<file path="config.mk">
export PLATFORM = sky130hd
export DESIGN_NAME = mcash_rst_seq_flat
export DESIGN_NICKNAME = d
export VERILOG_FILES = /design/src/rtl/mcash_rst_pkg.sv /design/src/rtl/mcash_rst_seq_if.sv /design/src/rtl/mcash_rst_sync.sv /design/src/rtl/mcash_rst_seq.sv /design/src/flat_wrapper.sv
export SDC_FILE = /design/constraint.sdc
export NUM_CORES = 1
export LEC_CHECK = 0
export ABC_AREA = 1
export CAP_MARGIN = 20
export CORE_MARGIN = 2
export CORE_UTILIZATION = 56
export DETAILED_ROUTE_END_ITERATION = 7
export GPL_TIMING_DRIVEN = 0
export HOLD_SLACK_MARGIN = 0.08
export PLACE_DENSITY = 0.78
export SYNTH_ARGS = -nofsm -noshare
export SYNTH_HDL_FRONTEND = slang
export SYNTH_HIERARCHICAL = 1
export SYNTH_SLANG_ARGS = --single-unit
</file>
<file path="constraint.sdc">
create_clock -name clk_i -period 3.71 [get_ports clk_i]
set_clock_uncertainty 0.2 [all_clocks]
set_input_delay 0.742 -clock clk_i [delete_from_list [all_inputs] [get_ports clk_i]]
set_output_delay 0.742 -clock clk_i [all_outputs]
set_load 0.02 [all_outputs]
</file>
<file path="src/rtl/mcash_rst_pkg.sv">
// mcash_rst_pkg: sequencer state encoding and default parameter values.
package mcash_rst_pkg;
    typedef enum logic [1:0] {HOLD, RELEASE, RUN, SOFT} state_e;
    localparam int DEF_NUM_CH      = 4;
    localparam int DEF_SYNC_STAGES = 2;
    localparam int DEF_STAGE_DLY   = 8;
    localparam int DEF_SOFT_HOLD   = 4;
    localparam int DEF_TIMEOUT_CYC = 1000;
    localparam int DEF_CYC_W       = 32;
endpackage

</file>
<file path="src/rtl/mcash_rst_seq_if.sv">
// mcash_rst_seq_if: soft-reset handshake and per-domain reset/status bundle.
interface mcash_rst_seq_if #(
    parameter int NUM_CH = 4,
    parameter int CYC_W  = 32
);
    logic              soft_rst_req_i;
    logic              soft_rst_ack_o;
    logic [NUM_CH-1:0] ch_rst_no;
    logic              rst_done_o;
    logic [CYC_W-1:0]  cycle_cnt_o;
    logic              timeout_o;
    modport master (
        input  soft_rst_req_i,
        output soft_rst_ack_o, ch_rst_no, rst_done_o, cycle_cnt_o, timeout_o
    );
    modport slave (
        output soft_rst_req_i,
        input  soft_rst_ack_o, ch_rst_no, rst_done_o, cycle_cnt_o, timeout_o
    );
endinterface

</file>
<file path="src/rtl/mcash_rst_sync.sv">
// mcash_rst_sync: async-assert, sync-deassert reset synchroniser.
module mcash_rst_sync #(
    parameter int SYNC_STAGES = 2
) (
    input  logic clk_i,
    input  logic rst_ni,
    output logic rst_sync_no
);
    logic [SYNC_STAGES-1:0] q;
    always_ff @(posedge clk_i or negedge rst_ni) begin
        if (!rst_ni) q <= '0;
        else         q <= {q[SYNC_STAGES-2:0], 1'b1};
    end
    assign rst_sync_no = q[SYNC_STAGES-1];
endmodule

</file>
<file path="src/rtl/mcash_rst_seq.sv">
// mcash_rst_seq: staggered multi-domain reset release with soft-reset handshake and run timeout.
module mcash_rst_seq
    import mcash_rst_pkg::*;
#(
    parameter int NUM_CH      = DEF_NUM_CH,
    parameter int SYNC_STAGES = DEF_SYNC_STAGES,
    parameter int STAGE_DLY   = DEF_STAGE_DLY,
    parameter int SOFT_HOLD   = DEF_SOFT_HOLD,
    parameter int TIMEOUT_CYC = DEF_TIMEOUT_CYC,
    parameter int CYC_W       = DEF_CYC_W
) (
    input logic             clk_i,
    input logic             rst_ni,
    mcash_rst_seq_if.master bus
);
    localparam int CW = $clog2(STAGE_DLY) + 1;
    localparam int IW = $clog2(NUM_CH) + 1;
    localparam int HW = $clog2(SOFT_HOLD) + 1;
    state_e            state_q, state_d;
    logic [CW-1:0]     cnt_q, cnt_d;
    logic [IW-1:0]     idx_q, idx_d;
    logic [HW-1:0]     hold_q, hold_d;
    logic [NUM_CH-1:0] ch_q, ch_d;
    logic [CYC_W-1:0]  cyc_q, cyc_d;
    logic              ack_q, ack_d, done_q, done_d, to_q, to_d;
    logic              rst_sync_n;
    logic              req;
    assign req = bus.soft_rst_req_i;
    mcash_rst_sync #(.SYNC_STAGES(SYNC_STAGES)) u_sync (
        .clk_i       (clk_i),
        .rst_ni      (rst_ni),
        .rst_sync_no (rst_sync_n)
    );
    always_comb begin
        state_d = state_q;
        cnt_d   = cnt_q;
        idx_d   = idx_q;
        hold_d  = hold_q;
        ch_d    = ch_q;
        cyc_d   = cyc_q;
        ack_d   = ack_q;
        done_d  = done_q;
        to_d    = to_q;
        case (state_q)
            HOLD: if (rst_sync_n) begin
                state_d = RELEASE;
                idx_d   = '0;
                cnt_d   = '0;
            end
            RELEASE: if (cnt_q == CW'(STAGE_DLY - 1)) begin
                ch_d  = ch_q | (NUM_CH'(1) << idx_q);
                idx_d = idx_q + 1'b1;
                cnt_d = '0;
                if (idx_q == IW'(NUM_CH - 1)) state_d = RUN;
            end else begin
                cnt_d = cnt_q + 1'b1;
            end
            RUN: if (req) begin
                state_d = SOFT;
                ch_d    = '0;
                done_d  = 1'b0;
                ack_d   = 1'b1;
                cyc_d   = '0;
                to_d    = 1'b0;
                hold_d  = '0;
            end else begin
                done_d = 1'b1;
                cyc_d  = &cyc_q ? cyc_q : cyc_q + 1'b1;
                to_d   = to_q | (TIMEOUT_CYC != 0 && cyc_d == CYC_W'(TIMEOUT_CYC));
            end
            // hold counter saturates one short of SOFT_HOLD so ack spans exactly SOFT_HOLD edges
            SOFT: if (hold_q == HW'(SOFT_HOLD - 1) && !req) begin
                state_d = RELEASE;
                ack_d   = 1'b0;
                idx_d   = '0;
                cnt_d   = '0;
            end else if (hold_q != HW'(SOFT_HOLD - 1)) begin
                hold_d = hold_q + 1'b1;
            end
            default: state_d = HOLD;
        endcase
    end
    always_ff @(posedge clk_i or negedge rst_ni) begin
        if (!rst_ni) begin
            state_q <= HOLD;
            cnt_q   <= '0;
            idx_q   <= '0;
            hold_q  <= '0;
            ch_q    <= '0;
            cyc_q   <= '0;
            ack_q   <= 1'b0;
            done_q  <= 1'b0;
            to_q    <= 1'b0;
        end else begin
            state_q <= state_d;
            cnt_q   <= cnt_d;
            idx_q   <= idx_d;
            hold_q  <= hold_d;
            ch_q    <= ch_d;
            cyc_q   <= cyc_d;
            ack_q   <= ack_d;
            done_q  <= done_d;
            to_q    <= to_d;
        end
    end
    assign bus.ch_rst_no      = ch_q;
    assign bus.soft_rst_ack_o = ack_q;
    assign bus.rst_done_o     = done_q;
    assign bus.cycle_cnt_o    = cyc_q;
    assign bus.timeout_o      = to_q;
endmodule

</file>
<file path="src/flat_wrapper.sv">
// flat-port wrapper written by rule: the top's interface ports become plain ports
module mcash_rst_seq_flat import mcash_rst_pkg::*;
#(
    parameter int NUM_CH      = DEF_NUM_CH,
    parameter int SYNC_STAGES = DEF_SYNC_STAGES,
    parameter int STAGE_DLY   = DEF_STAGE_DLY,
    parameter int SOFT_HOLD   = DEF_SOFT_HOLD,
    parameter int TIMEOUT_CYC = DEF_TIMEOUT_CYC,
    parameter int CYC_W       = DEF_CYC_W
)
  (clk_i, rst_ni, bus_soft_rst_req_i, bus_soft_rst_ack_o, bus_ch_rst_no, bus_rst_done_o, bus_cycle_cnt_o, bus_timeout_o);
  mcash_rst_seq_if #(.NUM_CH(NUM_CH), .CYC_W(CYC_W)) bus_i ();
  input logic clk_i;
  input logic rst_ni;
  input wire logic [$bits(bus_i.soft_rst_req_i)-1:0] bus_soft_rst_req_i;
  output wire logic [$bits(bus_i.soft_rst_ack_o)-1:0] bus_soft_rst_ack_o;
  output wire logic [$bits(bus_i.ch_rst_no)-1:0] bus_ch_rst_no;
  output wire logic [$bits(bus_i.rst_done_o)-1:0] bus_rst_done_o;
  output wire logic [$bits(bus_i.cycle_cnt_o)-1:0] bus_cycle_cnt_o;
  output wire logic [$bits(bus_i.timeout_o)-1:0] bus_timeout_o;
  assign bus_i.soft_rst_req_i = bus_soft_rst_req_i;
  assign bus_soft_rst_ack_o = bus_i.soft_rst_ack_o;
  assign bus_ch_rst_no = bus_i.ch_rst_no;
  assign bus_rst_done_o = bus_i.rst_done_o;
  assign bus_cycle_cnt_o = bus_i.cycle_cnt_o;
  assign bus_timeout_o = bus_i.timeout_o;
  mcash_rst_seq #(.NUM_CH(NUM_CH), .SYNC_STAGES(SYNC_STAGES), .STAGE_DLY(STAGE_DLY), .SOFT_HOLD(SOFT_HOLD), .TIMEOUT_CYC(TIMEOUT_CYC), .CYC_W(CYC_W)) u_core (.clk_i(clk_i), .rst_ni(rst_ni), .bus(bus_i));
endmodule
</file>
Word-level counts from Yosys, hierarchy flattened. Cells that the tools add are included.

Register bits: 53. Bits in latches: 0. RAM bits: 0. Bits in read-only memories: 0. Output and inout port bits: 39. Memories kept: 0.

Add/subtract/negate cells: 4. Multiply operators: 0. Div/mod/pow operators: 0. $lt $le $gt $ge: 0. Eq/ne operators: 15. Shifts and indexed selects: 1. Multiplexer cells: 28. Bitwise gates (word level): 2. Reduce and logical (&&, ||, !) cells: 13.

Operators by type and width (number): $mux W32 (2); $add A32 B1 Y32 const B (1); $eq A32 B10 Y1 const B (1); $reduce_and A32 Y1 (1); $mux W4 (5); $mux W3 (6); $pmux W4 S3 (1); $mux W2 (5); $pmux W3 S3 (1); $reduce_and A3 Y1 (3); $ne A2 B1 Y1 const B (4); $pmux W2 S4 (1); $pmux W4 S2 (1); $reduce_and A4 Y1 (2); $add A3 B1 Y3 const B (2); $eq A3 B2 Y1 const B (2); $ne A2 B2 Y1 const B (3); $pmux W3 S2 (1); $reduce_and A5 Y1 (1); $add A4 B1 Y4 const B (1); $eq A2 B2 Y1 const B (2); $eq A4 B3 Y1 const B (1); $mux W1 (4); $or A4 B4 Y4 (1); 10 further kinds (11).

Depth between registers and ports, before layout. Gate-level depths: netlist of run 1.

Depth in word-level cells: 5. Depth in mapped cells: 14.

By module. Netlist of run 1, hierarchy kept.

Modules (own cells, without submodules): mcash_rst_seq (times used 1, cells each 495, area each 3354.5 sq um); mcash_rst_sync (times used 1, cells each 3, area each 53.8 sq um).

Least setup slack after synthesis of run 1. OpenSTA, ideal clock, no wires.

Path type: reg-to-reg. Start point: reg u_core.cyc_q[0] (netlist: u_core/bus.cycle_cnt_o[0]). End point: reg u_core.to_q (netlist: u_core/bus.timeout_o). Library setup time: 0.075 ns. Data arrival time: 1.973 ns. Data required time: 3.435 ns. Path slack: 1.461 ns. Cell stages (with the launch flop): 15. Path buffers: 1. Period minus slack after synthesis: 2.249 ns. Cell sequence: dfrtp_1 > ha_1 > inv_1 > nor2_4 > nand2_4 > nor2_8 > nand2_4 > buf_6 > nand2_1 > inv_1 > nor2_1 > nand2_1 > nor2_1 > nand2_1 > o21bai_2.

Cells in the longest elaborated chain, start to end: 5. Elaborated cells between the ends (all ways): 6. Those cells by class: add/sub: 1; eq/ne: 1; mux: 2; bitwise: 1; reduce/logical: 1.

RTL lines: from (decl) (line mcash_rst_seq.sv:24) `logic [CYC_W-1:0] cyc_q, cyc_d;`; from (signal assigned) (line mcash_rst_seq.sv:100) `cyc_q <= cyc_d;`; $add A32 B1 Y32 / $reduce_and A32 Y1 (equally long branches) (line mcash_rst_seq.sv:68) `cyc_d = &cyc_q ? cyc_q : cyc_q + 1'b1;`; $mux W32 * (line mcash_rst_seq.sv:68); $eq A32 B10 Y1 * (line mcash_rst_seq.sv:69) `to_d = to_q | (TIMEOUT_CYC != 0 && cyc_d == CYC_W'(TIMEOUT_CYC));`; $or A1 B1 Y1 * (line mcash_rst_seq.sv:69); $mux W1 * (line mcash_rst_seq.sv:58) `RUN: if (req) begin`; to (signal assigned) (line mcash_rst_seq.sv:103) `to_q <= to_d;`; to (decl) (line mcash_rst_seq.sv:25) `logic ack_q, ack_d, done_q, done_d, to_q, to_d;`.

Every way passes the cells marked *; elsewhere a longest branch is shown, timed or not. A chain may end at the register's enable or synchronous reset.

Worst setup path after layout of run 1. Same ends and word-level chain as after synthesis.

==> flow_results.xml, run 1 <==
<?xml version="1.0" encoding="UTF-8"?>
<metrics>
  <group name="setup_path">
    <metric name="critPathLaunchType" unit="">flip-flop</metric>
    <metric name="critical_path_arrival" unit="ns">2.74</metric>
    <metric name="timing.critical_path.depth" unit="">13</metric>
    <metric name="crit-reg2reg-launch" unit="">u_core/bus.cycle_cnt_o[0]</metric>
    <metric name="critical_path_endpoint_category" unit="">flip-flop</metric>
    <metric name="cp_num_buf_inv" unit="">1</metric>
    <metric name="worstRegToRegCells" unit="">13</metric>
    <metric name="path_delay_family" unit="">simple AND/OR/NAND/NOR gates</metric>
    <metric name="critPathMaxStageDelay" unit="ns">0.51</metric>
    <metric name="critical_path.most_common_cell" unit="">sky130_fd_sc_hd__nand2_1</metric>
    <metric name="r2r_setup_slack" unit="ns">1.01</metric>
    <metric name="timing.critical_path.cells" unit="">ha_1 -&gt; nand3_1 -&gt; nor2_2 -&gt; inv_1 -&gt; nor2_1 -&gt; nand2_1 -&gt; nand2_1 -&gt; nand3_1 -&gt; nor2_1 -&gt; nand2_1 -&gt; nor2_1 -&gt; nand2_1 -&gt; o21bai_2</metric>
    <metric name="timing.rr.end" unit="">u_core/bus.timeout_o</metric>
    <metric name="critical_path_rt" unit="ns">3.75</metric>
    <metric name="setup_crit_path_kind" unit="">flip-flop to flip-flop</metric>
    <metric name="critical_path.max_fanout" unit="">8</metric>
    <metric name="critical_path.slowest_cell" unit="">sky130_fd_sc_hd__dfrtp_1</metric>
  </group>
  <group name="yosys">
    <metric name="avgSynthCellArea" unit="um^2">6.84</metric>
    <metric name="synth-main-ff-cell" unit="">sky130_fd_sc_hd__dfrtp_1</metric>
    <metric name="netlist_area_pre_place" unit="um^2">3410</metric>
    <metric name="ys_ff_latch" unit="">53</metric>
    <metric name="ys_seq_area_frac" unit="">0.389</metric>
    <metric name="yosys.cell_types.count" unit="">32</metric>
    <metric name="postSynth.asyncResetShare" unit="">1.00</metric>
    <metric name="synth_top_cells_by_area" unit="">sky130_fd_sc_hd__dfrtp_1, sky130_fd_sc_hd__nand2_1, sky130_fd_sc_hd__nor2_1</metric>
    <metric name="yosysWarnings" unit="">6</metric>
    <metric name="count_of_flip_flops_with_a_built_in_enable_after_synthesis" unit="">0</metric>
    <metric name="ys_top_cells_by_count" unit="">sky130_fd_sc_hd__nand2_1, sky130_fd_sc_hd__nor2_1, sky130_fd_sc_hd__inv_1</metric>
    <metric name="post-synth-top-count-cell" unit="">sky130_fd_sc_hd__nand2_1</metric>
    <metric name="synth_cells" unit="">498</metric>
    <metric name="netlist.top_cell.by_area" unit="">sky130_fd_sc_hd__dfrtp_1</metric>
    <metric name="syn-num-nets" unit="">515</metric>
    <metric name="synth_top_area_share" unit="">0.389</metric>
  </group>
  <group name="floorplanning">
    <metric name="fp.coreArea" unit="um^2">5890</metric>
    <metric name="initial_utilization" unit="">0.579</metric>
    <metric name="placement_rows" unit="">28</metric>
    <metric name="die_width" unit="um">82.0</metric>
    <metric name="die_y" unit="um">82.0</metric>
    <metric name="fp.dieArea" unit="um^2">6730</metric>
    <metric name="top_level_ports" unit="">42</metric>
  </group>
  <group name="pwr">
    <metric name="power" unit="uW">1860</metric>
    <metric name="static_power_due_to_leakage" unit="uW">0.00176</metric>
    <metric name="switching_share" unit="">0.407</metric>
    <metric name="power.clock.fraction" unit="">0.216</metric>
    <metric name="power.share.combinational" unit="">0.380</metric>
    <metric name="cellPowerDensity" unit="nW/um^2">461</metric>
    <metric name="largest_vdd_supply_drop" unit="V">0.000393</metric>
    <metric name="power_frac_seq" unit="">0.404</metric>
    <metric name="cell_internal_pwr" unit="uW">1100</metric>
    <metric name="p_switching" unit="uW">757</metric>
  </group>
  <group name="clock_network">
    <metric name="clk-insertion-delay-late" unit="ns">0.31</metric>
    <metric name="number_of_buffers_added_to_fix_hold_violations_after_cts" unit="">0</metric>
    <metric name="cts.sinks" unit="">53</metric>
    <metric name="post_cts_resized" unit="">0</metric>
    <metric name="clkTransAtPathRegs" unit="ns">0.10</metric>
    <metric name="ctsRootBufferMaster" unit="">sky130_fd_sc_hd__clkbuf_8</metric>
    <metric name="tritoncts" unit="">built</metric>
    <metric name="cts_inserted_buffers" unit="">5</metric>
    <metric name="bufs_on_longest_clock_path" unit="">2</metric>
    <metric name="h-tree-depth" unit="">2</metric>
    <metric name="postCtsSetupBuffers" unit="">0</metric>
  </group>
  <group name="cells_and_area">
    <metric name="syn_to_final_growth" unit="%">18.4</metric>
    <metric name="nNetsFinal" unit="">564</metric>
    <metric name="num-fill-cells" unit="">534</metric>
    <metric name="antenna_cells" unit="">0</metric>
    <metric name="proportion_of_layout_cells_with_a_drive_suffix_above_1" unit="">0.0420</metric>
    <metric name="fin_util" unit="">0.686</metric>
  </group>
  <group name="global_route">
    <metric name="grtUsageTotal" unit="">0.302</metric>
    <metric name="grt_pass1_vias" unit="">3311</metric>
    <metric name="grt_first_pass_wirelength" unit="um">15200</metric>
    <metric name="initial_antenna_violation_count" unit="">0</metric>
    <metric name="grt_overflow_total" unit="">0</metric>
    <metric name="pin_count_of_the_biggest_net_entering_global_routing" unit="">32</metric>
  </group>
  <group name="timing">
    <metric name="layout_min_cycle_time" unit="ns">2.70</metric>
    <metric name="period_share" unit="">0.728</metric>
    <metric name="worstMarginPinSlew" unit="ns">0.640</metric>
    <metric name="report.final.slew_viol_count" unit="">0</metric>
    <metric name="timing.slew.headroom" unit="">0.570</metric>
    <metric name="finalSetupTns" unit="ns">0</metric>
    <metric name="final-hold-violation-count" unit="">0</metric>
    <metric name="clock.fmax" unit="MHz">370</metric>
    <metric name="worst_hold_slack" unit="ns">0.167</metric>
    <metric name="timing.final.setup_violations" unit="">0</metric>
    <metric name="rsz_0062_raised_after_global_routing" unit="">no</metric>
  </group>
  <group name="worst_hold_path">
    <metric name="worstHoldStart" unit="">u_core/u_sync/q[0]</metric>
    <metric name="hp-class" unit="">flip-flop to flip-flop</metric>
    <metric name="holdPathStages" unit="">0</metric>
    <metric name="hold_worst_path_end" unit="">u_core/u_sync/q[1]</metric>
  </group>
  <group name="status">
    <metric name="result_of_the_run" unit="">complete, no violations</metric>
  </group>
  <group name="detailed_routing">
    <metric name="vias_per_cell" unit="">5.62</metric>
    <metric name="drtIter0Drc" unit="">289</metric>
    <metric name="finalWirelength" unit="um">9600</metric>
    <metric name="dr_total_vias" unit="">3494</metric>
    <metric name="drt_pre_antenna_iters" unit="">5</metric>
    <metric name="detail-route-antenna-nets" unit="">0</metric>
    <metric name="drt-wirelength-per-cell" unit="um">15.4</metric>
    <metric name="drc_errors" unit="">0</metric>
  </group>
  <group name="placed_design">
    <metric name="replace_congestion" unit="">0.943</metric>
    <metric name="port-buffer-count" unit="">41</metric>
    <metric name="dp_hpwl" unit="um">7380</metric>
  </group>
  <group name="job">
    <metric name="max-cap-violations" unit="">0</metric>
  </group>
</metrics>
routing by layer:
| metal | global-route usage | vias up | wire (um) |
|---|---|---|---|
| li1 | - | 1689 | - |
| met1 | 0.371 | 1650 | 4000 |
| met2 | 0.529 | 125 | 4780 |
| met3 | 0.0407 | 30 | 472 |
| met4 | 0.128 | 0 | 337 |
| met5 | 0 | - | 0 |
how the worst max path moves through the flow:
| stage | end | slack, ns | from |
|---|---|---|---|
| after floorplan | u_core/bus.timeout_o | 1.46 | u_core/bus.cycle_cnt_o[0] |
| after global placement | u_core/u_sync/q[1] | 0.11 | rst_ni |
| after detailed placement | u_core/bus.cycle_cnt_o[12] | 0.76 | bus_soft_rst_req_i |
| after CTS | u_core/bus.cycle_cnt_o[12] | 1.02 | u_core/state_q[0] |
| after global routing | u_core/bus.timeout_o | 0.82 | u_core/bus.cycle_cnt_o[0] |
| final | u_core/bus.timeout_o | 1.01 | u_core/bus.cycle_cnt_o[0] |
stage by stage:
stage / instances / instance area, um^2 / worst slack [ns]
2_1_floorplan: 498 / 3410 / 1.46
3_3_place_gp: 614 / 3910 / 0.106
3_5_place_dp: 615 / 3930 / 0.762
4_1_cts: 622 / 4040 / 1.02
5_1_grt: 622 / 4040 / 0.819
6_report: 622 / 4040 / 1.01
registers in the layout, summed over array words and instances, names as in the netlist:
name,cells
u_core/bus.timeout_o,1
u_core/bus.rst_done_o,1
u_core/bus.soft_rst_ack_o,1
u_core/idx_q,3
u_core/u_sync/q,2
u_core/bus.ch_rst_no,4
u_core/hold_q,3
u_core/state_q,2
u_core/cnt_q,4
u_core/bus.cycle_cnt_o,32
power by group through the flow:
| stage | logic, uW | clock network, uW | registers, uW |
|---|---|---|---|
| 6_report | 707 | 401 | 752 |
| 5_1_grt | 794 | 424 | 764 |
| 4_1_cts | 705 | 408 | 753 |
| 3_5_place_dp | 703 | 0 | 764 |
| 3_3_place_gp | 685 | 0 | 761 |
| 2_1_floorplan | 408 | 0 | 798 |
layout by cell type, fill, tap and decap left out, types with 2 or more instances in the layout:
cell type                         instances
sky130_fd_sc_hd__nand2_4                  2
sky130_fd_sc_hd__o21ai_0                 46
sky130_fd_sc_hd__xor2_1                   6
sky130_fd_sc_hd__nor2_4                   2
sky130_fd_sc_hd__nor2_1                  79
sky130_fd_sc_hd__inv_1                   54
sky130_fd_sc_hd__o22ai_1                  2
sky130_fd_sc_hd__ha_1                    14
sky130_fd_sc_hd__nand2_1                152
sky130_fd_sc_hd__buf_2                    2
sky130_fd_sc_hd__a31oi_1                  3
sky130_fd_sc_hd__dfrtp_1                 53
sky130_fd_sc_hd__clkbuf_8                 5
sky130_fd_sc_hd__nor3_1                   2
sky130_fd_sc_hd__clkdlybuf4s50_1         40
sky130_fd_sc_hd__clkbuf_1                 5
sky130_fd_sc_hd__nor2_2                   2
sky130_fd_sc_hd__nand4_1                  3
sky130_fd_sc_hd__a21oi_1                  8
sky130_fd_sc_hd__nand3_1                 50
area by class of cell:
| cell class | count | area [um^2] | share of cell area |
|---|---|---|---|
| clock buffers | 5 | 68.8 | 0.0171 |
| plain buffers | 9 | 46.3 | 0.0115 |
| inverters | 54 | 203 | 0.0502 |
| repair buffers | 42 | 425 | 0.105 |
| well taps | 75 | 93.8 | 0.0233 |
| multi-input cells | 382 | 1830 | 0.454 |
| clock inverters | 2 | 38.8 | 0.00961 |
| flip-flops and latches | 53 | 1330 | 0.329 |
cells by family (layout without fill, tap and decap cells):
kind of cell	Yosys count	after routing	share of synthesized area
simple gates	294	294	0.361
xor+xnor	6	6	0.0154
other cells	1	1	0.00110
compound gates	66	66	0.106
buf+inv	63	112	0.0731
flops	53	53	0.389
fa+ha+maj	14	14	0.0514
mux	1	1	0.00330
Note: power is estimated with default switching activity, not from simulation.
==> inputs of run 2 (changes only) <==
--- a/config.mk
+++ b/config.mk
@@ -8,11 +8,11 @@
 export ABC_AREA = 1
 export CAP_MARGIN = 20
 export CORE_MARGIN = 2
-export CORE_UTILIZATION = 56
+export CORE_UTILIZATION = 51
 export DETAILED_ROUTE_END_ITERATION = 7
 export GPL_TIMING_DRIVEN = 0
 export HOLD_SLACK_MARGIN = 0.08
-export PLACE_DENSITY = 0.78
+export PLACE_DENSITY = 0.75
 export SYNTH_ARGS = -nofsm -noshare
 export SYNTH_HDL_FRONTEND = slang
 export SYNTH_HIERARCHICAL = 1
==> constraint.sdc (replaced) <==
create_clock -name clk_i -period 2.22 [get_ports clk_i]
set_clock_uncertainty 0.2 [all_clocks]
set_input_delay 0.444 -clock clk_i [delete_from_list [all_inputs] [get_ports clk_i]]
set_output_delay 0.444 -clock clk_i [all_outputs]
set_load 0.02 [all_outputs]
==> flow_results.xml, run 2 (synthesis results as in run 1) <==
<?xml version="1.0" encoding="UTF-8"?>
<metrics>
  <group name="status">
    <metric name="result_of_the_run" unit="">finished with violations</metric>
    <metric name="violations_in_the_final_reports" unit="">design-rule violations, negative setup slack</metric>
  </group>
  <group name="timing">
    <metric name="clock.fmax" unit="MHz">437</metric>
    <metric name="worstMarginPinSlew" unit="ns">0.602</metric>
    <metric name="timing.slew.headroom" unit="">0.598</metric>
    <metric name="report.final.slew_viol_count" unit="">0</metric>
    <metric name="finalSetupTns" unit="ns">-0.0671</metric>
    <metric name="layout_min_cycle_time" unit="ns">2.29</metric>
    <metric name="timing.final.setup_violations" unit="">1</metric>
    <metric name="rsz_0062_raised_after_global_routing" unit="">yes</metric>
    <metric name="period_share" unit="">1.03</metric>
    <metric name="worst_hold_slack" unit="ns">0.171</metric>
    <metric name="final-hold-violation-count" unit="">0</metric>
    <metric name="post-route-worst-setup-slack" unit="ns">-0.0671</metric>
  </group>
  <group name="cells_and_area">
    <metric name="syn_to_final_growth" unit="%">22.5</metric>
    <metric name="antenna_cells" unit="">0</metric>
    <metric name="largest_register_ffs" unit="">32</metric>
    <metric name="leading_cell_type_in_the_layout_fill_and_taps_excluded" unit="">sky130_fd_sc_hd__nand2_1</metric>
    <metric name="fin_util" unit="">0.650</metric>
    <metric name="nNetsFinal" unit="">573</metric>
    <metric name="most-common-layout-cells" unit="">sky130_fd_sc_hd__nand2_1, sky130_fd_sc_hd__nor2_1, sky130_fd_sc_hd__inv_1</metric>
    <metric name="proportion_of_layout_cells_with_a_drive_suffix_above_1" unit="">0.102</metric>
  </group>
  <group name="pwr">
    <metric name="cellPowerDensity" unit="nW/um^2">772</metric>
    <metric name="static_power_due_to_leakage" unit="uW">0.00180</metric>
    <metric name="largest_vdd_supply_drop" unit="V">0.000744</metric>
  </group>
  <group name="setup_path">
    <metric name="worstRegToRegCells" unit="">13</metric>
    <metric name="critical_path_arrival" unit="ns">2.34</metric>
    <metric name="critical_path_rt" unit="ns">2.27</metric>
    <metric name="critical_path.max_fanout" unit="">10</metric>
    <metric name="setup_crit_path_kind" unit="">flip-flop to flip-flop</metric>
    <metric name="critical_path_endpoint_category" unit="">flip-flop</metric>
    <metric name="critPathLaunchType" unit="">flip-flop</metric>
  </group>
  <group name="clock_network">
    <metric name="bufs_on_longest_clock_path" unit="">2</metric>
    <metric name="h-tree-depth" unit="">2</metric>
    <metric name="cts.sinks" unit="">53</metric>
    <metric name="clkTransAtPathRegs" unit="ns">0.10</metric>
    <metric name="cts_inserted_buffers" unit="">5</metric>
    <metric name="ctsRootBufferMaster" unit="">sky130_fd_sc_hd__clkbuf_8</metric>
    <metric name="clk-insertion-delay-late" unit="ns">0.32</metric>
    <metric name="tritoncts" unit="">built</metric>
  </group>
  <group name="worst_hold_path">
    <metric name="holdPathStages" unit="">0</metric>
    <metric name="hp-class" unit="">flip-flop to flip-flop</metric>
  </group>
  <group name="floorplanning">
    <metric name="fp.dieArea" unit="um^2">7350</metric>
    <metric name="die_width" unit="um">85.8</metric>
    <metric name="top_level_ports" unit="">42</metric>
    <metric name="die_y" unit="um">85.8</metric>
    <metric name="placement_rows" unit="">29</metric>
    <metric name="fp.coreArea" unit="um^2">6420</metric>
    <metric name="initial_utilization" unit="">0.531</metric>
  </group>
  <group name="global_route">
    <metric name="pin_count_of_the_biggest_net_entering_global_routing" unit="">36</metric>
    <metric name="grt_overflow_total" unit="">0</metric>
    <metric name="gr-usage-met2" unit="">0.479</metric>
    <metric name="grtUsageTotal" unit="">0.279</metric>
    <metric name="globalRoute.busiestLayer" unit="">met2</metric>
    <metric name="grt_first_pass_wirelength" unit="um">16000</metric>
    <metric name="groute.layer.met3.usage" unit="">0.0414</metric>
    <metric name="grt_pass1_vias" unit="">3414</metric>
    <metric name="grt_met1_usage" unit="">0.350</metric>
    <metric name="initial_antenna_violation_count" unit="">0</metric>
  </group>
  <group name="detailed_routing">
    <metric name="finalWirelength" unit="um">10000</metric>
    <metric name="drt-wirelength-per-cell" unit="um">15.8</metric>
    <metric name="dr_total_vias" unit="">3563</metric>
    <metric name="drc_errors" unit="">3</metric>
    <metric name="vias_per_cell" unit="">5.62</metric>
    <metric name="drtIter0Drc" unit="">306</metric>
    <metric name="detail-route-antenna-nets" unit="">0</metric>
    <metric name="drt_pre_antenna_iters" unit="">7</metric>
  </group>
  <group name="placed_design">
    <metric name="dp_hpwl" unit="um">7440</metric>
    <metric name="replace_congestion" unit="">0.953</metric>
    <metric name="port-buffer-count" unit="">41</metric>
  </group>
  <group name="job">
    <metric name="max-cap-violations" unit="">0</metric>
  </group>
</metrics>
## run 2: cell count changes in the layout (fill, tap and decap cells not counted), moves of 2 or more
cell and delta:
sky130_fd_sc_hd__inv_1 -2, sky130_fd_sc_hd__clkbuf_1 -3, sky130_fd_sc_hd__dfrtp_2 +9, sky130_fd_sc_hd__clkbuf_4 +2
sky130_fd_sc_hd__nor2_2 +3, sky130_fd_sc_hd__nand3_2 +2, sky130_fd_sc_hd__nor2_1 -5, sky130_fd_sc_hd__nand3_1 -2
sky130_fd_sc_hd__nor2_4 +2, sky130_fd_sc_hd__dfrtp_1 -9, sky130_fd_sc_hd__buf_4 +9, sky130_fd_sc_hd__ha_1 -2
sky130_fd_sc_hd__ha_2 +2
## run 2: final timing paths
path,from,to,slack [ns]
worst max-delay path,u_core/bus.cycle_cnt_o[0],u_core/bus.timeout_o,-0.07
worst min-delay path,u_core/u_sync/q[0],u_core/u_sync/q[1],0.17
worst max register to register,u_core/bus.cycle_cnt_o[0],u_core/bus.timeout_o,-0.07
worst min register to register,u_core/u_sync/q[0],u_core/u_sync/q[1],0.17
max in group asynchronous,rst_ni,u_core/bus.cycle_cnt_o[24],0.85
min in group asynchronous,rst_ni,u_core/bus.cycle_cnt_o[14],0.40
## run 2: cell type report
cell class	count	area, um^2
inverters	54	205
multi-input cells	382	1880
well taps	77	96.3
flip-flops and latches	53	1340
clock inverters	2	17.5
clock buffers	6	82.6
fillers	579	2250
repair buffers	51	495
plain buffers	9	58.8
## run 2: what timing repair did
item	in CTS	in global routing
hold endpoints to repair	18	0
cloned	0	0
pin swaps	3	0
setup endpoints to repair	25	30
hold buffers	1	0
buffers inserted	6	2
gates resized for setup	13	20
## run 2: per-stage QoR
step / cell area (um^2) / power, uW / setup WS [ns] / instances
2_1_floorplan: 3410 / 2020 / 0.0221 / 498
3_3_place_gp: 3920 / 2420 / -1.34 / 616
3_5_place_dp: 3930 / 2480 / -0.505 / 617
4_1_cts: 4120 / 3150 / 0.000604 / 632
5_1_grt: 4180 / 3430 / -0.121 / 634
6_report: 4180 / 3220 / -0.0671 / 634
## run 2: layer usage
metal  vias up  wire length [um]
li1       1703                 -
met1      1678              4190
met2       154              4850
met3        28               650
met4         0               333
met5         -                 0
## run 2: power breakdown
group	switching (uW)	internal, uW	leakage, uW	total, uW
clock network	345	260	0.0000518	604
registers	122	1120	0.000703	1250
logic	886	484	0.00104	1370
## run 2: critical path, cell delays in order, from the launching register on
cell and delay, ns:
sky130_fd_sc_hd__dfrtp_2 0.44, sky130_fd_sc_hd__ha_2 0.23, sky130_fd_sc_hd__inv_1 0.10, sky130_fd_sc_hd__nor2_4 0.06, sky130_fd_sc_hd__nand2_4 0.12, sky130_fd_sc_hd__nor2_8 0.05, sky130_fd_sc_hd__nand2_4 0.08, sky130_fd_sc_hd__buf_6 0.14
sky130_fd_sc_hd__nand3_1 0.15, sky130_fd_sc_hd__nor2_1 0.23, sky130_fd_sc_hd__nand2_1 0.08, sky130_fd_sc_hd__nor2_1 0.14, sky130_fd_sc_hd__nand2_1 0.09, sky130_fd_sc_hd__o21bai_2 0.11
==> inputs of run 3 (changes only) <==
--- a/config.mk
+++ b/config.mk
@@ -5,10 +5,11 @@
 export SDC_FILE = /design/constraint.sdc
 export NUM_CORES = 1
 export LEC_CHECK = 0
-export ABC_AREA = 1
+export ABC_AREA = 0
 export CAP_MARGIN = 20
 export CORE_MARGIN = 2
 export CORE_UTILIZATION = 51
+export CTS_CLUSTER_SIZE = 20
 export DETAILED_ROUTE_END_ITERATION = 7
 export GPL_TIMING_DRIVEN = 0
 export HOLD_SLACK_MARGIN = 0.08
==> flow_results.xml, run 3 <==
<?xml version="1.0" encoding="UTF-8"?>
<metrics>
  <group name="status">
    <metric name="result_of_the_run" unit="">finished with violations</metric>
    <metric name="violations_in_the_final_reports" unit="">negative setup slack</metric>
  </group>
  <group name="detailed_routing">
    <metric name="dr_total_vias" unit="">4186</metric>
    <metric name="detail-route-antenna-nets" unit="">0</metric>
    <metric name="drt-wirelength-per-cell" unit="um">20.2</metric>
    <metric name="drtIter0Drc" unit="">717</metric>
    <metric name="vias_per_cell" unit="">6.69</metric>
    <metric name="drt_pre_antenna_iters" unit="">5</metric>
    <metric name="drc_errors" unit="">0</metric>
    <metric name="finalWirelength" unit="um">12700</metric>
  </group>
  <group name="yosys">
    <metric name="yosys.cell_types.count" unit="">55</metric>
    <metric name="avgSynthCellArea" unit="um^2">8.36</metric>
    <metric name="ys_ff_latch" unit="">53</metric>
    <metric name="netlist_area_pre_place" unit="um^2">3630</metric>
    <metric name="count_of_flip_flops_with_a_built_in_enable_after_synthesis" unit="">0</metric>
    <metric name="synth_top_area_share" unit="">0.366</metric>
    <metric name="netlist.top_cell.by_area" unit="">sky130_fd_sc_hd__dfrtp_1</metric>
    <metric name="synth-main-ff-cell" unit="">sky130_fd_sc_hd__dfrtp_1</metric>
    <metric name="syn-num-nets" unit="">451</metric>
    <metric name="synth_top_cells_by_area" unit="">sky130_fd_sc_hd__dfrtp_1, sky130_fd_sc_hd__o21ai_0, sky130_fd_sc_hd__nand2_1</metric>
    <metric name="synth_cells" unit="">434</metric>
    <metric name="post-synth-top-count-cell" unit="">sky130_fd_sc_hd__nand2_1</metric>
    <metric name="postSynth.asyncResetShare" unit="">1.00</metric>
    <metric name="ys_top_cells_by_count" unit="">sky130_fd_sc_hd__nand2_1, sky130_fd_sc_hd__dfrtp_1, sky130_fd_sc_hd__o21ai_0</metric>
    <metric name="yosysWarnings" unit="">6</metric>
    <metric name="ys_seq_area_frac" unit="">0.366</metric>
  </group>
  <group name="floorplanning">
    <metric name="die_y" unit="um">88.4</metric>
    <metric name="fp.coreArea" unit="um^2">6830</metric>
    <metric name="placement_rows" unit="">30</metric>
    <metric name="die_width" unit="um">88.4</metric>
    <metric name="fp.dieArea" unit="um^2">7810</metric>
    <metric name="top_level_ports" unit="">42</metric>
    <metric name="initial_utilization" unit="">0.531</metric>
  </group>
  <group name="clock_network">
    <metric name="bufs_on_longest_clock_path" unit="">2</metric>
    <metric name="clk-insertion-delay-late" unit="ns">0.31</metric>
    <metric name="h-tree-depth" unit="">2</metric>
    <metric name="ctsRootBufferMaster" unit="">sky130_fd_sc_hd__clkbuf_8</metric>
    <metric name="tritoncts" unit="">built</metric>
    <metric name="cts.sinks" unit="">53</metric>
    <metric name="clkTransAtPathRegs" unit="ns">0.11</metric>
    <metric name="cts_inserted_buffers" unit="">5</metric>
  </group>
  <group name="cells_and_area">
    <metric name="nNetsFinal" unit="">546</metric>
    <metric name="final_cells" unit="">626</metric>
    <metric name="most-common-layout-cells" unit="">sky130_fd_sc_hd__nand2_1, sky130_fd_sc_hd__buf_4, sky130_fd_sc_hd__clkdlybuf4s50_1</metric>
    <metric name="proportion_of_layout_cells_with_a_drive_suffix_above_1" unit="">0.304</metric>
    <metric name="syn_to_final_growth" unit="%">42.4</metric>
    <metric name="leading_cell_type_in_the_layout_fill_and_taps_excluded" unit="">sky130_fd_sc_hd__nand2_1</metric>
    <metric name="antenna_cells" unit="">0</metric>
    <metric name="largest_register_ffs" unit="">32</metric>
  </group>
  <group name="timing">
    <metric name="report.final.slew_viol_count" unit="">0</metric>
    <metric name="timing.slew.headroom" unit="">0.587</metric>
    <metric name="worstMarginPinSlew" unit="ns">0.619</metric>
    <metric name="clock.fmax" unit="MHz">395</metric>
    <metric name="timing.final.setup_violations" unit="">13</metric>
    <metric name="finalSetupTns" unit="ns">-0.913</metric>
    <metric name="post-route-worst-setup-slack" unit="ns">-0.314</metric>
    <metric name="final-hold-violation-count" unit="">0</metric>
    <metric name="layout_min_cycle_time" unit="ns">2.53</metric>
    <metric name="worst_hold_slack" unit="ns">0.160</metric>
    <metric name="period_share" unit="">1.14</metric>
    <metric name="rsz_0062_raised_after_global_routing" unit="">yes</metric>
  </group>
  <group name="global_route">
    <metric name="grtUsageTotal" unit="">0.297</metric>
    <metric name="grt_overflow_total" unit="">0</metric>
    <metric name="pin_count_of_the_biggest_net_entering_global_routing" unit="">33</metric>
    <metric name="initial_antenna_violation_count" unit="">0</metric>
    <metric name="grt_first_pass_wirelength" unit="um">18200</metric>
    <metric name="grt_pass1_vias" unit="">3650</metric>
  </group>
  <group name="setup_path">
    <metric name="critPathLaunchType" unit="">flip-flop</metric>
    <metric name="worst_setup_path_startpoint" unit="">u_core/bus.cycle_cnt_o[0]</metric>
    <metric name="r2r_setup_slack" unit="ns">-0.31</metric>
    <metric name="critical_path_endpoint_category" unit="">flip-flop</metric>
    <metric name="worstRegToRegCells" unit="">9</metric>
    <metric name="worstSetupEndpoint" unit="">u_core/bus.timeout_o</metric>
    <metric name="crit-reg2reg-launch" unit="">u_core/bus.cycle_cnt_o[0]</metric>
    <metric name="critical_path_rt" unit="ns">2.28</metric>
    <metric name="critical_path_arrival" unit="ns">2.59</metric>
    <metric name="critical_path.max_fanout" unit="">4</metric>
    <metric name="timing.rr.end" unit="">u_core/bus.timeout_o</metric>
    <metric name="setup_crit_path_kind" unit="">flip-flop to flip-flop</metric>
  </group>
  <group name="pwr">
    <metric name="largest_vdd_supply_drop" unit="V">0.000848</metric>
    <metric name="cellPowerDensity" unit="nW/um^2">680</metric>
    <metric name="static_power_due_to_leakage" unit="uW">0.00212</metric>
  </group>
  <group name="job">
    <metric name="max-cap-violations" unit="">0</metric>
  </group>
  <group name="placed_design">
    <metric name="replace_congestion" unit="">0.955</metric>
    <metric name="port-buffer-count" unit="">41</metric>
    <metric name="placed_cells_incl_taps" unit="">572</metric>
    <metric name="dp_hpwl" unit="um">7290</metric>
  </group>
  <group name="worst_hold_path">
    <metric name="hp-class" unit="">flip-flop to flip-flop</metric>
  </group>
</metrics>
## run 3: power by group
group | leakage (uW) | total [uW] | internal, uW | switching, uW
clock | 0.0000681 | 800 | 449 | 352
sequential | 0.000680 | 1240 | 1110 | 129
combinational | 0.00137 | 1470 | 549 | 922
## run 3: logic make-up (layout without fill, tap and decap cells)
group | after synthesis | after routing | share of synthesized area
AO/OA/AOI/OAI | 131 | 131 | 0.226
XOR/XNOR | 4 | 4 | 0.00966
adder cells (fa/ha/maj) | 14 | 14 | 0.0483
buffers and inverters | 42 | 138 | 0.0493
flip-flops | 53 | 53 | 0.366
multiplexers | 5 | 5 | 0.0145
other | 1 | 1 | 0.00103
AND/OR/NAND/NOR | 184 | 184 | 0.286
## run 3: critical path, cell delays in order (launching register included)
cell	delay (ns)
sky130_fd_sc_hd__dfrtp_2	0.40
sky130_fd_sc_hd__ha_4	0.17
sky130_fd_sc_hd__nand4_1	0.16
sky130_fd_sc_hd__buf_4	0.20
sky130_fd_sc_hd__or2_4	0.25
sky130_fd_sc_hd__o2111ai_4	0.23
sky130_fd_sc_hd__mux2i_1	0.32
sky130_fd_sc_hd__nand4_1	0.20
sky130_fd_sc_hd__nor4_4	0.19
sky130_fd_sc_hd__a22o_1	0.16
## run 3: through the flow
step	worst slack, ns	util	cell area (um^2)	total power (uW)
2_1_floorplan	-0.153	-	3740	2070
3_3_place_gp	-1.32	0.625	4270	2470
3_5_place_dp	-0.730	0.627	4280	2520
4_1_cts	-0.206	0.695	4750	3390
5_1_grt	-0.377	0.756	5170	3710
6_report	-0.314	0.756	5170	3510
## run 3: routing by layer
layer	GRT usage	routed length (um)
met1	0.408	4890
met4	0.113	599
met3	0.0392	1340
met2	0.482	5840
met5	0	0
## run 3: what timing repair did
action	4_1_cts	5_1_grt
hold buffers	1	0
resized for setup	55	64
endpoints found under the hold margin	21	0
pin swaps	19	26
gates cloned	0	0
buffers inserted	26	25
endpoints found under the setup margin	43	30
## run 3: how the worst min path moves through the flow
| stage | startpoint | to | slack, ns | cells past startpoint |
|---|---|---|---|---|
| 6_report | u_core/u_sync/q[0] | u_core/u_sync/q[1] | 0.16 | 0 |
| 2_1_floorplan | rst_ni | u_core/bus.ch_rst_no[0] | -0.05 | 0 |
| 4_1_cts | u_core/u_sync/q[0] | u_core/u_sync/q[1] | 0.17 | 0 |
| 3_5_place_dp | u_core/u_sync/q[0] | u_core/u_sync/q[1] | 0.14 | 0 |
| 3_3_place_gp | u_core/u_sync/q[0] | u_core/u_sync/q[1] | 0.14 | 0 |
| 5_1_grt | u_core/u_sync/q[0] | u_core/u_sync/q[1] | 0.17 | 0 |
## run 3: area by class of cell
cell class	count	area, um^2
Multi-Input combinational cell	339	2490
Fill cell	474	1670
Sequential cell	53	1360
Timing Repair Buffer	94	845
Buffer	21	166
Tap cell	96	120
Clock buffer	5	68.8
Clock inverter	3	65.1
Inverter	15	56.3
